File: config.mk
export PLATFORM = sky130hd
export DESIGN_NAME = smc_frame_loader_flat
export DESIGN_NICKNAME = d
export VERILOG_FILES = /design/src/rtl/smc_frame_loader_if.sv /design/src/rtl/smc_frame_loader.sv /design/src/flat_wrapper.sv
export SDC_FILE = /design/constraint.sdc
export NUM_CORES = 1
export LEC_CHECK = 0
export CAP_MARGIN = 10
export CORE_UTILIZATION = 46
export DETAILED_ROUTE_END_ITERATION = 10
export PLACE_DENSITY = 0.9
export REMOVE_ABC_BUFFERS = 1
export SYNTH_ARGS = -nofsm -noshare
export SYNTH_HDL_FRONTEND = slang
export SYNTH_SLANG_ARGS = --single-unit
File: constraint.sdc
create_clock -name clk -period 2.8 [get_ports clk]
set_input_delay 0.56 -clock clk [delete_from_list [all_inputs] [get_ports clk]]
set_output_delay 0.56 -clock clk [all_outputs]
set_load 0.01 [all_outputs]
File: src/rtl/smc_frame_loader_if.sv
// smc_frame_loader_if: bundles every signal between the frame loader, its
// upstream beat source, the SMC stage it feeds and the result consumer.
//   beat stream : in_valid, in_ready, mode_in, w_in, vgs_in, vds_in
//   SMC drive   : W_0..W_5, V_GS_0..V_GS_5, V_DS_0..V_DS_5, mode
//   SMC return  : smc_out (SMC out_n)
//   result      : out_valid, out_data
// master = environment side (source/SMC/consumer), slave = the loader.
`timescale 1ns/1ps
interface smc_frame_loader_if;
  logic       in_valid;
  logic       in_ready;
  logic [1:0] mode_in;
  logic [2:0] w_in, vgs_in, vds_in;
  logic [2:0] W_0, W_1, W_2, W_3, W_4, W_5;
  logic [2:0] V_GS_0, V_GS_1, V_GS_2, V_GS_3, V_GS_4, V_GS_5;
  logic [2:0] V_DS_0, V_DS_1, V_DS_2, V_DS_3, V_DS_4, V_DS_5;
  logic [1:0] mode;
  logic [9:0] smc_out;
  logic       out_valid;
  logic [9:0] out_data;

  modport master (
    output in_valid, mode_in, w_in, vgs_in, vds_in, smc_out,
    input  in_ready, mode, out_valid, out_data,
    input  W_0, W_1, W_2, W_3, W_4, W_5,
    input  V_GS_0, V_GS_1, V_GS_2, V_GS_3, V_GS_4, V_GS_5,
    input  V_DS_0, V_DS_1, V_DS_2, V_DS_3, V_DS_4, V_DS_5
  );

  modport slave (
    input  in_valid, mode_in, w_in, vgs_in, vds_in, smc_out,
    output in_ready, mode, out_valid, out_data,
    output W_0, W_1, W_2, W_3, W_4, W_5,
    output V_GS_0, V_GS_1, V_GS_2, V_GS_3, V_GS_4, V_GS_5,
    output V_DS_0, V_DS_1, V_DS_2, V_DS_3, V_DS_4, V_DS_5
  );
endinterface

File: src/rtl/smc_frame_loader.sv
// smc_frame_loader: collects six serial transistor beats (W, V_GS, V_DS) into
// parallel slots plus a frame mode, holds them stable for EVAL_CYCLES while
// the combinational SMC stage settles, then captures SMC out_n into out_data
// and pulses out_valid for one cycle.
// Ports:
//   clk  - rising-edge clock
//   rst  - asynchronous active-high reset
//   bus  - smc_frame_loader_if.slave (beat stream, SMC drive/return, result)
// Parameter EVAL_CYCLES: settle window in cycles, legal 1..4.
`timescale 1ns/1ps

// One parallel slot: loads a beat when its write enable fires, else holds.
module smc_frame_slot (
  input  logic       clk,
  input  logic       rst,
  input  logic       we,
  input  logic [2:0] w_d,
  input  logic [2:0] g_d,
  input  logic [2:0] d_d,
  output logic [2:0] w_q,
  output logic [2:0] g_q,
  output logic [2:0] d_q
);
  always_ff @(posedge clk or posedge rst) begin
    if (rst) begin
      w_q <= '0;
      g_q <= '0;
      d_q <= '0;
    end else if (we) begin
      w_q <= w_d;
      g_q <= g_d;
      d_q <= d_d;
    end
  end
endmodule

module smc_frame_loader #(
  parameter int EVAL_CYCLES = 1
) (
  input logic              clk,
  input logic              rst,
  smc_frame_loader_if.slave bus
);
  localparam int NUM_SLOTS = 6;

  localparam logic [1:0] COLLECT = 2'd0;
  localparam logic [1:0] EVAL    = 2'd1;
  localparam logic [1:0] DONE    = 2'd2;

  localparam logic [1:0] EVAL_LAST = 2'(EVAL_CYCLES - 1);

  logic [1:0]                      state;
  logic [2:0]                      cnt;
  logic [1:0]                      eval_cnt;
  logic                            accept;
  logic [NUM_SLOTS-1:0]            we;
  logic [NUM_SLOTS-1:0][2:0]       w_q, g_q, d_q;
  logic [1:0]                      mode_q;
  logic [9:0]                      out_q;

  // Ready and result pulse are pure state decodes, so reset kills them
  // immediately without waiting for a clock.
  assign bus.in_ready  = (state == COLLECT);
  assign bus.out_valid = (state == DONE);
  assign bus.out_data  = out_q;
  assign bus.mode      = mode_q;
  assign accept        = bus.in_valid && (state == COLLECT);

  generate
    for (genvar i = 0; i < NUM_SLOTS; i++) begin : g_slot
      assign we[i] = accept && (cnt == 3'(i));
      smc_frame_slot u_slot (
        .clk (clk),
        .rst (rst),
        .we  (we[i]),
        .w_d (bus.w_in),
        .g_d (bus.vgs_in),
        .d_d (bus.vds_in),
        .w_q (w_q[i]),
        .g_q (g_q[i]),
        .d_q (d_q[i])
      );
    end
  endgenerate

  // Frame control: slots and mode only move on accepted beats, which keeps
  // every SMC input frozen for the whole EVAL window.
  always_ff @(posedge clk or posedge rst) begin
    if (rst) begin
      state    <= COLLECT;
      cnt      <= '0;
      eval_cnt <= '0;
      mode_q   <= '0;
      out_q    <= '0;
    end else begin
      case (state)
        COLLECT: begin
          if (accept) begin
            if (cnt == 3'd0) mode_q <= bus.mode_in;
            if (cnt == 3'(NUM_SLOTS - 1)) begin
              cnt      <= '0;
              eval_cnt <= '0;
              state    <= EVAL;
            end else begin
              cnt <= cnt + 3'd1;
            end
          end
        end
        EVAL: begin
          if (eval_cnt == EVAL_LAST) begin
            out_q    <= bus.smc_out;
            eval_cnt <= '0;
            state    <= DONE;
          end else begin
            eval_cnt <= eval_cnt + 2'd1;
          end
        end
        DONE:    state <= COLLECT;
        default: state <= COLLECT;
      endcase
    end
  end

  assign bus.W_0 = w_q[0];  assign bus.V_GS_0 = g_q[0];  assign bus.V_DS_0 = d_q[0];
  assign bus.W_1 = w_q[1];  assign bus.V_GS_1 = g_q[1];  assign bus.V_DS_1 = d_q[1];
  assign bus.W_2 = w_q[2];  assign bus.V_GS_2 = g_q[2];  assign bus.V_DS_2 = d_q[2];
  assign bus.W_3 = w_q[3];  assign bus.V_GS_3 = g_q[3];  assign bus.V_DS_3 = d_q[3];
  assign bus.W_4 = w_q[4];  assign bus.V_GS_4 = g_q[4];  assign bus.V_DS_4 = d_q[4];
  assign bus.W_5 = w_q[5];  assign bus.V_GS_5 = g_q[5];  assign bus.V_DS_5 = d_q[5];
endmodule

File: src/flat_wrapper.sv
// flat-port wrapper written by rule: the top's interface ports become plain ports
module smc_frame_loader_flat 
#(
  parameter int EVAL_CYCLES = 1
)
  (clk, rst, bus_in_valid, bus_mode_in, bus_w_in, bus_vgs_in, bus_vds_in, bus_smc_out, bus_in_ready, bus_mode, bus_out_valid, bus_out_data, bus_W_0, bus_W_1, bus_W_2, bus_W_3, bus_W_4, bus_W_5, bus_V_GS_0, bus_V_GS_1, bus_V_GS_2, bus_V_GS_3, bus_V_GS_4, bus_V_GS_5, bus_V_DS_0, bus_V_DS_1, bus_V_DS_2, bus_V_DS_3, bus_V_DS_4, bus_V_DS_5);
  smc_frame_loader_if bus_i ();
  input logic clk;
  input logic rst;
  input wire logic [$bits(bus_i.in_valid)-1:0] bus_in_valid;
  input wire logic [$bits(bus_i.mode_in)-1:0] bus_mode_in;
  input wire logic [$bits(bus_i.w_in)-1:0] bus_w_in;
  input wire logic [$bits(bus_i.vgs_in)-1:0] bus_vgs_in;
  input wire logic [$bits(bus_i.vds_in)-1:0] bus_vds_in;
  input wire logic [$bits(bus_i.smc_out)-1:0] bus_smc_out;
  output wire logic [$bits(bus_i.in_ready)-1:0] bus_in_ready;
  output wire logic [$bits(bus_i.mode)-1:0] bus_mode;
  output wire logic [$bits(bus_i.out_valid)-1:0] bus_out_valid;
  output wire logic [$bits(bus_i.out_data)-1:0] bus_out_data;
  output wire logic [$bits(bus_i.W_0)-1:0] bus_W_0;
  output wire logic [$bits(bus_i.W_1)-1:0] bus_W_1;
  output wire logic [$bits(bus_i.W_2)-1:0] bus_W_2;
  output wire logic [$bits(bus_i.W_3)-1:0] bus_W_3;
  output wire logic [$bits(bus_i.W_4)-1:0] bus_W_4;
  output wire logic [$bits(bus_i.W_5)-1:0] bus_W_5;
  output wire logic [$bits(bus_i.V_GS_0)-1:0] bus_V_GS_0;
  output wire logic [$bits(bus_i.V_GS_1)-1:0] bus_V_GS_1;
  output wire logic [$bits(bus_i.V_GS_2)-1:0] bus_V_GS_2;
  output wire logic [$bits(bus_i.V_GS_3)-1:0] bus_V_GS_3;
  output wire logic [$bits(bus_i.V_GS_4)-1:0] bus_V_GS_4;
  output wire logic [$bits(bus_i.V_GS_5)-1:0] bus_V_GS_5;
  output wire logic [$bits(bus_i.V_DS_0)-1:0] bus_V_DS_0;
  output wire logic [$bits(bus_i.V_DS_1)-1:0] bus_V_DS_1;
  output wire logic [$bits(bus_i.V_DS_2)-1:0] bus_V_DS_2;
  output wire logic [$bits(bus_i.V_DS_3)-1:0] bus_V_DS_3;
  output wire logic [$bits(bus_i.V_DS_4)-1:0] bus_V_DS_4;
  output wire logic [$bits(bus_i.V_DS_5)-1:0] bus_V_DS_5;
  assign bus_i.in_valid = bus_in_valid;
  assign bus_i.mode_in = bus_mode_in;
  assign bus_i.w_in = bus_w_in;
  assign bus_i.vgs_in = bus_vgs_in;
  assign bus_i.vds_in = bus_vds_in;
  assign bus_i.smc_out = bus_smc_out;
  assign bus_in_ready = bus_i.in_ready;
  assign bus_mode = bus_i.mode;
  assign bus_out_valid = bus_i.out_valid;
  assign bus_out_data = bus_i.out_data;
  assign bus_W_0 = bus_i.W_0;
  assign bus_W_1 = bus_i.W_1;
  assign bus_W_2 = bus_i.W_2;
  assign bus_W_3 = bus_i.W_3;
  assign bus_W_4 = bus_i.W_4;
  assign bus_W_5 = bus_i.W_5;
  assign bus_V_GS_0 = bus_i.V_GS_0;
  assign bus_V_GS_1 = bus_i.V_GS_1;
  assign bus_V_GS_2 = bus_i.V_GS_2;
  assign bus_V_GS_3 = bus_i.V_GS_3;
  assign bus_V_GS_4 = bus_i.V_GS_4;
  assign bus_V_GS_5 = bus_i.V_GS_5;
  assign bus_V_DS_0 = bus_i.V_DS_0;
  assign bus_V_DS_1 = bus_i.V_DS_1;
  assign bus_V_DS_2 = bus_i.V_DS_2;
  assign bus_V_DS_3 = bus_i.V_DS_3;
  assign bus_V_DS_4 = bus_i.V_DS_4;
  assign bus_V_DS_5 = bus_i.V_DS_5;
  smc_frame_loader #(.EVAL_CYCLES(EVAL_CYCLES)) u_core (.clk(clk), .rst(rst), .bus(bus_i));
endmodule
==> Word-level counts from Yosys, hierarchy flattened <==
Index checks and enable logic that the tools add are counted.
{ "op_classes": {"add_sub_neg": 2, "n_eq_ne": 10, "mux": 9, "reduce_logical": 16} }
{ "op_table": {"columns": ["operator", "n"], "rows": [
  ["$mux 2", 6],
  ["$reduce_and 3->1", 3],
  ["$pmux 2 s2", 2],
  ["$logic_and 1x1->1", 7],
  ["$eq 3x2->1 const B", 2],
  ["$eq 3x3->1 const B", 2],
  ["$ne 2x1->1 const B", 3],
  ["$logic_not 2->1", 2],
  ["$reduce_and 2->1", 2],
  ["$add 3x1->3 const B", 1],
  ["$eq 3x1->1 const B", 1],
  ["$logic_not 3->1", 1],
  ["$mux 3", 1],
  ["$add 2x1->2 const B", 1],
  ["$eq 2x1->1 const B", 1],
  ["$eq 2x2->1 const B", 1],
  ["$reduce_bool 2->1", 1]
]} }
{ "totals": {"register_bits": 73, "inputBits": 24, "output_inout_bits": 68} }

==> Depth between registers and ports, before layout <==
Gate-level depths: netlist of the first run.
{ "logic_depth": {"depth_word": 4, "ltp_mapped": 6, "depth_no_buf": 5} }

==> Hierarchy <==
A second synthesis of the first run with hierarchy kept.
{ "hier_totals": {"hier_cells": 186, "area_unflattened_um2": 3125.5} }
{ "by_module_without_submodules": {"columns": ["mod", "instances", "cells_per_inst", "area_per_inst_um2"], "rows": [
  ["smc_frame_slot", 6, 20, 375.4],
  ["smc_frame_loader", 1, 66, 873.3]
]} }

==> Worst setup path before layout of the first run <==
OpenSTA, ideal clock, no wires.
{ "synth_path": {"kind": "register to register", "startpoint": "register u_core.cnt[0]", "endpoint": "register u_core.g_slot[3].u_slot.d_q[0]", "setup_time_ns": 0.125, "t_arrival_ns": 1.467, "required_time_ns": 2.675, "setup_slack_ns": 1.208, "stages_incl_launch_ff": 7, "cell_sequence": "dfrtp_1 -> inv_1 -> nor2_1 -> ha_1 -> nor4bb_1 -> buf_2 -> mux2_2"} }
{ "synth_via": {"elab_chain_cells": 2} }
{ "synth_rtl": {"columns": ["element", "line", "source"], "rows": [
  ["from (decl)", "smc_frame_loader.sv:53", "logic [2:0] cnt;"],
  ["from (signal assigned)", "smc_frame_loader.sv:105", "cnt <= cnt + 3'd1;"],
  ["$eq 3x2->1", "smc_frame_loader.sv:71", "assign we[i] = accept && (cnt == 3'(i));"],
  ["$logic_and 1x1->1", "smc_frame_loader.sv:71", null],
  ["to (signal assigned)", "smc_frame_loader.sv:28", "d_q <= '0;"],
  ["to (signal assigned)", "smc_frame_loader.sv:32", "d_q <= d_d;"],
  ["to (decl)", "smc_frame_loader.sv:22", "output logic [2:0] d_q"]
]} }
No other way between the ends.
A chain may end at the register's enable or synchronous reset.

==> Final worst setup path of the first run <==
{ "layout_path": {"startpoint": "register u_core.state[1]", "endpoint": "output bus_out_valid"} }
{ "layout_via": {"elab_chain_cells": 1} }
{ "layout_rtl": {"columns": ["element", "line", "source"], "rows": [
  ["from (decl)", "smc_frame_loader.sv:52", "logic [1:0] state;"],
  ["from (signal assigned)", "smc_frame_loader.sv:90", "state <= COLLECT;"],
  ["from (signal assigned)", "smc_frame_loader.sv:103", "state <= EVAL;"],
  ["from (signal assigned)", "smc_frame_loader.sv:113", "state <= DONE;"],
  ["$eq 2x2->1", "smc_frame_loader.sv:64", "assign bus.out_valid = (state == DONE);"],
  ["to (decl)", "flat_wrapper.sv:18", "output wire logic [$bits(bus_i.out_valid)-1:0] bus_out_valid;"]
]} }
No other way between the ends.

==> impl_metrics.tcl, run 1 <==
set metrics [dict create \
    clock_skew_ns 0.0123 \
    core_mm2 0.00599 \
    yosysMostFrequentCell "dfrtp_1" \
    drive_gt1_share_pct 32.8 \
    routabilityCongestion 0.717 \
    hold_buffers 0 \
    port_buffers 91 \
    rsz0062_at_grt "no" \
    diodes 0 \
    die_area_mm2 0.00663 \
    p_switching_mw 1.44 \
    powerDensity_mw_per_mm2 1180 \
    hold_viol 0 \
    synth_edf_count 0 \
    startpoint "u_core.state[1]" \
    synth_area_leader_cell "dfrtp_1" \
    clock_power_share_pct 17.1 \
    drtIter0Drc 92 \
    crit_fanout 8 \
    synth_area_mm2 0.00290 \
    syn_inst 181 \
    clk-insertion-delay-late_ns 0.33 \
    root_buffer "clkbuf_8" \
    r2r_end "u_core.g_slot[3].u_slot.w_q[2]" \
    finalSetupViolations 0 \
    ir_worst_vdd_uv 746 \
    setup_tns_ns 0 \
    max_freq_ghz 0.471 \
    p_leak_nw 1.82 \
    clkSlewWorstSetupHoldPaths_ns 0.07 \
    r2r_cells 6 \
    min_path_type "reg2reg" \
    startpoint_type "register" \
    comb_power_share_pct 44.7 \
    period_minus_slack_ns 2.12 \
    critical_path_required_ns 2.24 \
    synth_warnings 0 \
    syn_area_per_cell_um2 16.0 \
    synth_top_area_share_pct 62.9 \
    ios 92 \
    fp.dieH_um 81.5 \
    via_per_inst 5.09 \
    cts.path.max_buffers 2 \
    die_w_um 81.5 \
    drc_errors 0 \
    maxCapViolations 0 \
    sw_frac_of_total_pct 29.7 \
    seq_power_share_pct 38.2 \
    cts_resized 0 \
    cts_tree "built" \
    holdWs_ns 0.507 \
    ys_ff_latch 73 \
    rows 28 \
    finalCritPeriodShare_pct 75.9 \
    postPlaceCellArea_mm2 0.00392 \
    htree_levels 3 \
    ys_seq_area_share_pct 62.9 \
    rrSetupSlack_ns 1.00 \
    drv_slew 0 \
    syn_to_final_growth_pct 42.1 \
    crit_type "reg2out" \
    endpoint_kind "primary output" \
    fin_util_pct 68.9 \
    antenna_found_initial 0 \
    crit_end "bus_out_valid" \
    layout.nets 309 \
    ys_top_cells_by_count "dfrtp_1 (73), mux2_2 (56), mux2_4 (10)" \
    power_mw 4.86 \
    synthTopCellsByArea "dfrtp_1 (63%), mux2_2 (22%), mux2_4 (5.2%)" \
    reg2reg_from "u_core.cnt[0]" \
    cts_made_buffers 9 \
    first_global_vias 1800 \
    grt_overflow 0 \
    internal_power_mw 3.42 \
    wl_per_cell_um 16.6 \
    grt.total_usage_pct 19.7 \
    grt_pass1_wl_um 9400 \
    synthDistinctLibCells 27 \
    drt-total-wl_um 6030 \
    first_pass_iters 5 \
    grt_start_max_net_pins 74 \
    crit_arrival_ns 1.56 \
    via_count 1841 \
    ant_nets 0 \
    relSlewSlack_pct 71.4 \
    final_area_mm2 0.00413 \
    post_cts_buffers 0 \
    initial_utilization_pct 48.5 \
    async_reset_ff_share_pct 100 \
    cts.sinks 73 \
    status "finished, final reports clean" \
    worst_pin_slew_ns 0.427 \
    dp_hpwl_um 4210 \
    dominantRegCellSynth "dfrtp_1" \
]
==> worst max-delay path, stage by stage, from the launching register on <==
cell and delay (ns):
dfrtp_1 0.53, nor2b_1 0.17, clkdlybuf4s50_1 0.53
==> metrics by stage <==
step,cells,setup slack (ns)
floorplan,178,0.387
global placement,346,0.672
detailed placement,346,0.560
CTS,362,0.661
global route,362,0.583
finish,362,0.676
==> sequential cells by signal, summed over array words and instances, names as in the netlist <==
register	count
u_core.eval_cnt	2
u_core.bus.mode	2
u_core.g_slot.u_slot.w_q	18
u_core.g_slot.u_slot.g_q	18
u_core.g_slot.u_slot.d_q	18
u_core.state	2
u_core.bus.out_data	10
u_core.cnt	3
==> cell families (layout without fill, tap and decap cells) <==
group,after synthesis,after routing,synth area share [%]
buffers and inverters,10,116,1.72
AOI/OAI and AO/OA,5,5,1.25
muxes,66,66,26.9
xor gates and xnor gates,1,1,0.302
adders and majority gates,3,3,1.29
DFF,73,73,62.9
and+or+nand+nor,23,23,5.64
==> cell usage in the layout, fill, tap and decap left out, types with 2 or more instances in the layout <==
cell type | netlist | layout
clkdlybuf4s50_1 | 0 | 91
nand2_2 | 4 | 4
o31ai_1 | 2 | 2
dfrtp_1 | 73 | 73
nand2_1 | 5 | 5
mux2_4 | 10 | 10
inv_1 | 7 | 6
clkbuf_8 | 0 | 11
nor2_1 | 3 | 3
ha_1 | 3 | 3
mux2_2 | 56 | 56
==> power by group through the flow <==
| stage | clock, mW | combinational, mW | sequential [mW] |
|---|---|---|---|
| global placement | 0 | 2.14 | 1.85 |
| finish | 0.829 | 2.17 | 1.86 |
| CTS | 0.848 | 2.20 | 1.86 |
| detailed placement | 0 | 2.19 | 1.88 |
| floorplan | 0 | 0.760 | 2.08 |
| global route | 0.902 | 2.31 | 1.92 |
==> per-layer routing <==
layer | part of all wire [%] | GRT usage (%)
met1 | 42 | 25.1
met2 | 51 | 31.3
met3 | 5.5 | 6.00
met4 | 1.6 | 8.39
met5 | 0 | 0
==> area by class of cell <==
type	instances	area, um2
fillers	406	1870
flip-flops and latches	73	1830
multi-input cells	98	1030
repair buffers	93	938
clock buffers	12	155
well taps	75	93.8
clock inverters	4	51.3
inverters	7	26.3
==> how the worst min path moves through the flow <==
| stage | cells past startpoint | slack [ns] | from | to |
|---|---|---|---|---|
| 2_1_floorplan | 1 | 0.52 | u_core.cnt[2] | u_core.cnt[2] |
| 3_3_place_gp | 1 | 0.49 | u_core.g_slot[2].u_slot.w_q[1] | u_core.g_slot[2].u_slot.w_q[1] |
| 3_5_place_dp | 1 | 0.49 | u_core.bus.out_data[4] | u_core.bus.out_data[4] |
| 4_1_cts | 1 | 0.51 | u_core.g_slot[2].u_slot.d_q[2] | u_core.g_slot[2].u_slot.d_q[2] |
| 5_1_grt | 1 | 0.52 | u_core.bus.out_data[6] | u_core.bus.out_data[6] |
| 6_report | 1 | 0.51 | u_core.bus.out_data[4] | u_core.bus.out_data[4] |
Power figures use the tool's default switching activity.
==> run 2: changes to the inputs <==
Clock period 2.8 ns to 2.11 ns, I/O delays scaled along.
==> run 2 against run 1 <==
Net effect: die area stayed put; largest power group unchanged; non-clock buffer count is 1 higher; final area is 1.2% lower; worst hold slack worse by 0.019 ns.
==> impl_metrics.tcl, run 2 (synthesis results as in run 1) <==
set metrics [dict create \
    drc_errors 0 \
    ir_worst_vdd_uv 808 \
    syn_to_final_growth_pct 40.4 \
    powerDensity_mw_per_mm2 1550 \
    grt_start_max_net_pins 41 \
    setup_tns_ns 0 \
    crit_fanout 8 \
    grt.total_usage_pct 21.1 \
    cts_resized 0 \
    via_per_inst 5.12 \
    die_w_um 81.5 \
    wl_per_cell_um 17.3 \
    ff_latch_area_mm2 0.00183 \
    dp_hpwl_um 4400 \
    holdWs_ns 0.488 \
    r2r_cells 6 \
    post_cts_buffers 0 \
    fillers 409 \
    core_mm2 0.00599 \
    min_path_type "in2async" \
    cts.sinks 73 \
    grt_pass1_wl_um 9970 \
    first_global_vias 1977 \
    drt-total-wl_um 6280 \
    most-common-layout-cells "clkdlybuf4s50_1 (91), dfrtp_1 (73), mux2_2 (56), mux2_4 (10), clkbuf_8 (10)" \
    hold_buffers 0 \
    port_buffers 91 \
    drive_gt1_share_pct 32.4 \
    diodes 0 \
    rsz0062_at_grt "no" \
    drv_slew 0 \
    cts.path.max_buffers 2 \
    finalSetupViolations 0 \
    crit_arrival_ns 1.57 \
    finalCritPeriodShare_pct 94.2 \
    clock_skew_ns 0.00510 \
    rows 28 \
    maxCapViolations 0 \
    crit_type "reg2out" \
    via_count 1854 \
    clk-insertion-delay-late_ns 0.34 \
    stdcell_count 362 \
    period_minus_slack_ns 1.99 \
    root_buffer "clkbuf_8" \
    drtIter0Drc 90 \
    ant_nets 0 \
    postPlaceCellArea_mm2 0.00391 \
    final_area_mm2 0.00408 \
    fp.dieH_um 81.5 \
    clkSlewWorstSetupHoldPaths_ns 0.07 \
    relSlewSlack_pct 66.3 \
    first_pass_iters 4 \
    ios 92 \
    p_leak_nw 1.80 \
    grt_overflow 0 \
    status "finished, final reports clean" \
    hold_viol 0 \
    htree_levels 3 \
    startpoint_type "register" \
    layout.nets 310 \
    placed_cells 347 \
    cts_tree "built" \
    critical_path_required_ns 1.69 \
    multi_input_area_mm2 0.00103 \
    fin_util_pct 68.0 \
    cts_made_buffers 9 \
    layout_commonest_cell "clkdlybuf4s50_1" \
    top_regs "u_core.g_slot.u_slot.d_q x18, u_core.g_slot.u_slot.g_q x18, u_core.g_slot.u_slot.w_q x18" \
    die_area_mm2 0.00663 \
    routabilityCongestion 0.722 \
    antenna_found_initial 0 \
    initial_utilization_pct 48.5 \
    endpoint_kind "primary output" \
    worst_pin_slew_ns 0.506 \
    max_freq_ghz 0.503 \
]
run 2: report_power, final:
group	switching, mW	internal [mW]
combinational	1.03	1.85
clock	0.474	0.449
sequential	0.423	2.08
total	1.93	4.37
run 2: final timing paths:
path / from / endpoint / slack (ns)
min in group clk: u_core.bus.out_data[0] / u_core.bus.out_data[0] / 0.51
max in group asynchronous: rst / u_core.g_slot[1].u_slot.g_q[2] / 1.23
worst max register to register: u_core.cnt[0] / u_core.g_slot[3].u_slot.g_q[2] / 0.32
worst min register to register: u_core.bus.out_data[0] / u_core.bus.out_data[0] / 0.51
worst min-delay path: rst / u_core.bus.out_data[4] / 0.49
worst max-delay path: u_core.state[1] / bus_out_valid / 0.12
run 2: through the flow:
| step | total power, mW | setup slack, ns |
|---|---|---|
| after floorplan | 3.76 | -0.165 |
| after global placement | 5.30 | 0.129 |
| after detailed placement | 5.42 | 0.0620 |
| after CTS | 6.37 | 0.105 |
| after global routing | 6.65 | 0.0450 |
| final | 6.30 | 0.122 |
run 2: critical path: stages (launching register included):
cell             delay [ns]
dfrtp_1                0.52
nor2b_1                0.17
clkdlybuf4s50_1        0.53
run 2: final cells by class:
type	count	area share [%]
inverters	7	0.645
flip-flops and latches	73	44.8
clock inverters	3	0.430
repair buffers	94	22.9
multi-input cells	98	25.4
well taps	75	2.30
clock buffers	12	3.56
run 2: routing by layer:
layer / wire [um] / vias to the layer above / share of wire [%] / track usage (%)
met5: 0 / - / 0 / 0
met4: 101 / 0 / 1.6 / 7.50
met3: 406 / 9 / 6.5 / 7.33
met2: 3110 / 64 / 50 / 33.0
met1: 2660 / 947 / 42 / 27.1
li1: - / 834 / - / -
